## config.mk

```make
export PLATFORM = sky130hd
export DESIGN_NAME = led_bank_arbiter
export DESIGN_NICKNAME = d
export VERILOG_FILES = /design/src/rtl/led_bank_arbiter_pkg.sv /design/src/rtl/led_bank_rr_pick.sv /design/src/rtl/led_bank_arbiter.sv
export SDC_FILE = /design/constraint.sdc
export NUM_CORES = 1
export LEC_CHECK = 0
export ABC_CLOCK_PERIOD_IN_PS = 7900
export CAP_MARGIN = 15
export CORE_ASPECT_RATIO = 1.75
export CORE_MARGIN = 1
export CORE_UTILIZATION = 35
export CTS_BUF_LIST = sky130_fd_sc_hd__clkbuf_16
export DETAILED_ROUTE_END_ITERATION = 8
export MAX_ROUTING_LAYER = met4
export PLACE_DENSITY = 0.76
export SKIP_LAST_GASP = 1
export SLEW_MARGIN = 40
export SYNTH_ARGS = -nofsm -noshare
export SYNTH_HDL_FRONTEND = slang
export SYNTH_SLANG_ARGS = --single-unit
```

## constraint.sdc

```tcl
create_clock -name clock -period 7.9 [get_ports clock]
set_input_delay 0.79 -clock clock [delete_from_list [all_inputs] [get_ports clock]]
set_output_delay 0.79 -clock clock [all_outputs]
set_load 0.02 [all_outputs]
```

## src/rtl/led_bank_arbiter_pkg.sv

```systemverilog
// Shared definitions for the LED bank instruction arbiter.
// Optional build macro (used by led_bank_arbiter): LEDBANKARBITER_BURST_EN.
package led_bank_arbiter_pkg;

  localparam int unsigned INST_W = 12;
  localparam logic [3:0] OPCODE_LEGAL_MAX = 4'h9;

  typedef enum logic [1:0] {
    LEDBANKARBITER_State_Reset = 2'd0,
    LEDBANKARBITER_State_Ready = 2'd1,
    LEDBANKARBITER_State_Error = 2'd2
  } state_t;

  // Opcodes 0x0..0x9 are executable by the LED bank; anything above is illegal.
  function automatic logic opcode_legal(input logic [INST_W-1:0] inst);
    return inst[INST_W-1:INST_W-4] <= OPCODE_LEGAL_MAX;
  endfunction

endpackage

```

## src/rtl/led_bank_rr_pick.sv

```systemverilog
// Combinational round-robin picker: first valid requester after ptr, with wrap.
module led_bank_rr_pick #(
  parameter int unsigned NUM_REQ = 4,
  parameter int unsigned PW      = 2
) (
  input  logic [NUM_REQ-1:0] valid,
  input  logic [PW-1:0]      ptr,
  output logic [NUM_REQ-1:0] grant,
  output logic [PW-1:0]      idx,
  output logic               any
);

  // Scan ptr+1, ptr+2, ... ptr+NUM_REQ (mod NUM_REQ); the first valid one wins.
  always_comb begin
    int unsigned cand;
    grant = '0;
    idx   = '0;
    any   = 1'b0;
    cand  = 0;
    for (int unsigned k = 1; k <= NUM_REQ; k++) begin
      cand = (32'(ptr) + k) % NUM_REQ;
      if (!any && valid[cand]) begin
        any         = 1'b1;
        grant[cand] = 1'b1;
        idx         = PW'(cand);
      end
    end
  end

endmodule

```

## src/rtl/led_bank_arbiter.sv

```systemverilog
// Round-robin arbiter sharing the LED bank instruction port between requesters.
// Optional build macro: LEDBANKARBITER_BURST_EN (last grantee keeps priority
// for up to BURST_LEN consecutive transfers).
module led_bank_arbiter
  import led_bank_arbiter_pkg::*;
#(
  parameter int unsigned NUM_REQ   = 4,
  parameter int unsigned BURST_LEN = 4
) (
  input  logic                      clock,
  input  logic                      reset,
  input  logic [NUM_REQ*INST_W-1:0] req_inst,
  input  logic [NUM_REQ-1:0]        req_valid,
  output logic [NUM_REQ-1:0]        req_ready,
  output logic [INST_W-1:0]         inst,
  output logic                      inst_en,
  output logic                      error
);

  localparam int unsigned PW = $clog2(NUM_REQ);

  state_t              state, state_n;
  logic [PW-1:0]       last;
  logic [PW-1:0]       pick_ptr;
  logic [NUM_REQ-1:0]  pick_grant;
  logic [PW-1:0]       pick_idx;
  logic                pick_any;
  logic [INST_W-1:0]   sel_inst;
  logic                xfer;
  logic                legal;

`ifdef LEDBANKARBITER_BURST_EN
  logic [2:0]          burst_cnt;
  logic                burst_hold;

  // Holding priority is done by starting the search one slot before last.
  always_comb begin
    burst_hold = (burst_cnt != '0) && (32'(burst_cnt) < BURST_LEN) && req_valid[last];
    if (burst_hold)
      pick_ptr = (last == '0) ? PW'(NUM_REQ - 1) : last - PW'(1);
    else
      pick_ptr = last;
  end

  // Burst counter: counts consecutive transfers of the current grantee.
  always_ff @(posedge clock) begin
    if (reset)
      burst_cnt <= '0;
    else if (xfer)
      burst_cnt <= burst_hold ? burst_cnt + 3'd1 : 3'd1;
    else if (!req_valid[last])
      burst_cnt <= '0;
  end
`else
  assign pick_ptr = last;
`endif

  led_bank_rr_pick #(
    .NUM_REQ (NUM_REQ),
    .PW      (PW)
  ) u_pick (
    .valid (req_valid),
    .ptr   (pick_ptr),
    .grant (pick_grant),
    .idx   (pick_idx),
    .any   (pick_any)
  );

  // Grant, selected instruction and next-state decode.
  always_comb begin
    req_ready = '0;
    sel_inst  = '0;
    state_n   = LEDBANKARBITER_State_Error;
    if (state == LEDBANKARBITER_State_Ready)
      req_ready = pick_grant;
    for (int unsigned i = 0; i < NUM_REQ; i++)
      if (pick_grant[i])
        sel_inst = req_inst[INST_W*i +: INST_W];
    xfer  = pick_any && (state == LEDBANKARBITER_State_Ready);
    legal = opcode_legal(sel_inst);
    case (state)
      LEDBANKARBITER_State_Reset: state_n = LEDBANKARBITER_State_Ready;
      LEDBANKARBITER_State_Ready: state_n = (xfer && !legal) ? LEDBANKARBITER_State_Error
                                                             : LEDBANKARBITER_State_Ready;
      LEDBANKARBITER_State_Error: state_n = LEDBANKARBITER_State_Error;
      default:                    state_n = LEDBANKARBITER_State_Error;
    endcase
  end

  // State, pointer and registered LED bank outputs.
  always_ff @(posedge clock) begin
    if (reset) begin
      state   <= LEDBANKARBITER_State_Reset;
      last    <= PW'(NUM_REQ - 1);
      inst    <= '0;
      inst_en <= 1'b0;
      error   <= 1'b0;
    end else begin
      state   <= state_n;
      inst_en <= xfer && legal;
      if (xfer)
        last <= pick_idx;
      if (state_n == LEDBANKARBITER_State_Error) begin
        inst  <= '0;
        error <= 1'b1;
      end else if (xfer && legal) begin
        inst <= sel_inst;
      end
    end
  end

endmodule

```

==> qor.yml <==
power_and_ir_drop:
  p_leak_uw: 0.000948
  p_sw_frac: 0.498
  sequentialPowerShare: 0.144
  p_comb_frac: 0.760
  internal-power_uw: 540
  p_per_area_nw_per_um2: 445
  switchingPower_uw: 536
  peakVddDrop_v: 0.000233
  p_clk_frac: 0.096
logic_synthesis:
  avgSynthCellArea_um2: 8.75
  yosys_warnings: 0
  async_flop_share: 0
  synth_top_area_cell: "dfxtp_1"
  ys_top_cells_by_count: "nor2_1, dfxtp_1, o22ai_1"
  synth_nets: 246
  synth_top_area_share: 0.224
  syn_inst: 184
  yosysMostFrequentCell: "nor2_1"
  synth.top_cells.by_area: "dfxtp_1, a22o_1, ha_1, o22ai_1, nor2_1"
  synth_cell_types: 47
  seq_area_frac_synth: 0.224
  ys.flop_type: "dfxtp_1"
  synth_edf_count: 0
  ys_seq_elements: 18
  syn-cell-area_um2: 1610
timing:
  post-route-min-period_ns: 4.93
  setup_violations: 0
  finalClockSkew_ns: 0.00463
  fmax_mhz: 203
  max_slew.worst_pin.slew_ns: 0.723
  final_hold_viol_count: 0
  slew_headroom: 0.517
  period_share: 0.624
  maxSlewViolCount: 0
  setup_slack_ns: 2.97
  whs_ns: 0.476
  rsz0062_at_grt: "no"
  finalSetupTns_ns: 0
clock_network:
  cts_tree: "yes"
  cts.clk_slew.worst_paths_ns: 0.05
  ctsLongestPathBuffers: 2
  numCtsBuffers: 3
  hold_buffers: 0
  insertion_delay_ns: 0.25
  h-tree-depth: 1
  cts_num_sinks: 18
  cts_resized: 0
  cts_root_buf: "clkbuf_16"
  postCtsSetupBuffers: 0
placed_design:
  dp_slack_ns: 3.26
  port_buffers: 71
  dpl.hpwl_um: 3880
  place_congestion: 0.934
die:
  core-area_um2: 4400
  die_x_um: 53.3
  rows: 32
  dieHeight_um: 91.7
  io_pins: 72
  initial_utilization: 0.366
  die-area_um2: 4890
layout:
  antenna_cells: 0
  drive_above_1_share: 0.0840
  fillers: 431
  area_delta_synth_final_pct: 50.2
  final_nets: 313
route:
  vias: 1777
  avgRoutedWirePerCell_um: 16.5
  via_per_inst: 5.90
  wirelength_um: 4950
  ant_nets: 0
  firstDrtPassIters: 4
  drt_iter0_markers: 48
  drcViolationCount: 0
setup_path:
  end_kind: "primary output"
  required_ns: 7.11
  cp-start-kind: "register"
  cp.arrival_ns: 4.14
  crit_fanout: 21
  setup.worst_path.class: "reg2out"
global_route:
  grt_pass1_vias: 1748
  grt.total_usage: 0.219
  globalRouteOverflowTotal: 0
  antenna_found_initial: 0
  grt_pass1_wl_um: 7780
  grt_max_degree: 22
run_status:
  status: "finished clean"
worst_hold_path:
  hold_class: "reg2reg"
run:
  maxCapViolCount: 0
## per-stage QoR
step	utilization	std cells	power [uW]	cell area [um^2]
floorplan	-	184	769	1610
global placement	0.530	297	960	2330
detailed placement	0.530	297	971	2330
CTS	0.547	301	1080	2410
global route	0.549	301	1170	2420
finish	0.549	301	1080	2420
## layout by cell type, fill, tap and decap left out, drive strengths merged, types with 4 or more instances in the layout
| master | instances |
|---|---|
| inv | 6 |
| o22ai | 17 |
| a22o | 14 |
| mux2i | 5 |
| o21ai | 4 |
| a211o | 5 |
| ha | 8 |
| nand2 | 11 |
| clkdlybuf4s50 | 71 |
| a221oi | 8 |
| nand2b | 7 |
| a21oi | 5 |
| dfxtp | 18 |
| mux4 | 4 |
| a22oi | 6 |
| nor2 | 21 |
## logic make-up (layout without fill, tap and decap cells)
group | Yosys count | after routing | synth area share
buffers and inverters | 15 | 81 | 0.0466
DFF | 18 | 18 | 0.224
and+or+nand+nor | 58 | 58 | 0.191
adders and majority gates | 8 | 8 | 0.0622
AOI/OAI and AO/OA | 73 | 73 | 0.366
muxes | 12 | 12 | 0.110
## flip-flops by register name (all words and copies together), names as in the netlist
signal,count
inst,12
error,1
inst_en,1
state,2
last,2
## power groups by stage
stage	clock [uW]	combinational [uW]	sequential, uW
finish	103	818	155
global route	108	897	161
CTS	105	817	156
detailed placement	0	814	157
global placement	0	804	156
floorplan	0	603	166
## critical path, stage by stage, from the launching register on
cell             delay [ns]
dfxtp_1                0.78
inv_1                  0.29
ha_1                   0.54
mux4_2                 0.62
nor4b_4                0.54
a22oi_2                0.34
nor2_1                 0.17
clkdlybuf4s50_1        0.61
## per-layer routing
metal,part of all wire,global-route usage
met1,0.37,0.211
met2,0.53,0.403
met3,0.067,0.0249
met4,0.033,0.107
met5,0,-
## layout make-up
cell class,count,area [um^2],area share
Sequential cell,18,360,0.149
Clock buffer,3,75.1,0.0310
Timing Repair Buffer,71,711,0.294
Multi-Input combinational cell,151,1180,0.489
Tap cell,51,63.8,0.0264
Clock inverter,1,3.75,0.00155
Inverter,6,22.5,0.00931
## final timing paths
path,from,to,slack (ns),cells past startpoint
worst max-delay path,last[0],req_ready[3],2.97,7
worst min-delay path,inst[6],inst[6],0.48,1
worst max register to register,last[0],inst[0],3.52,9
worst min register to register,inst[6],inst[6],0.48,1
Note: power is estimated with default switching activity, not from simulation.
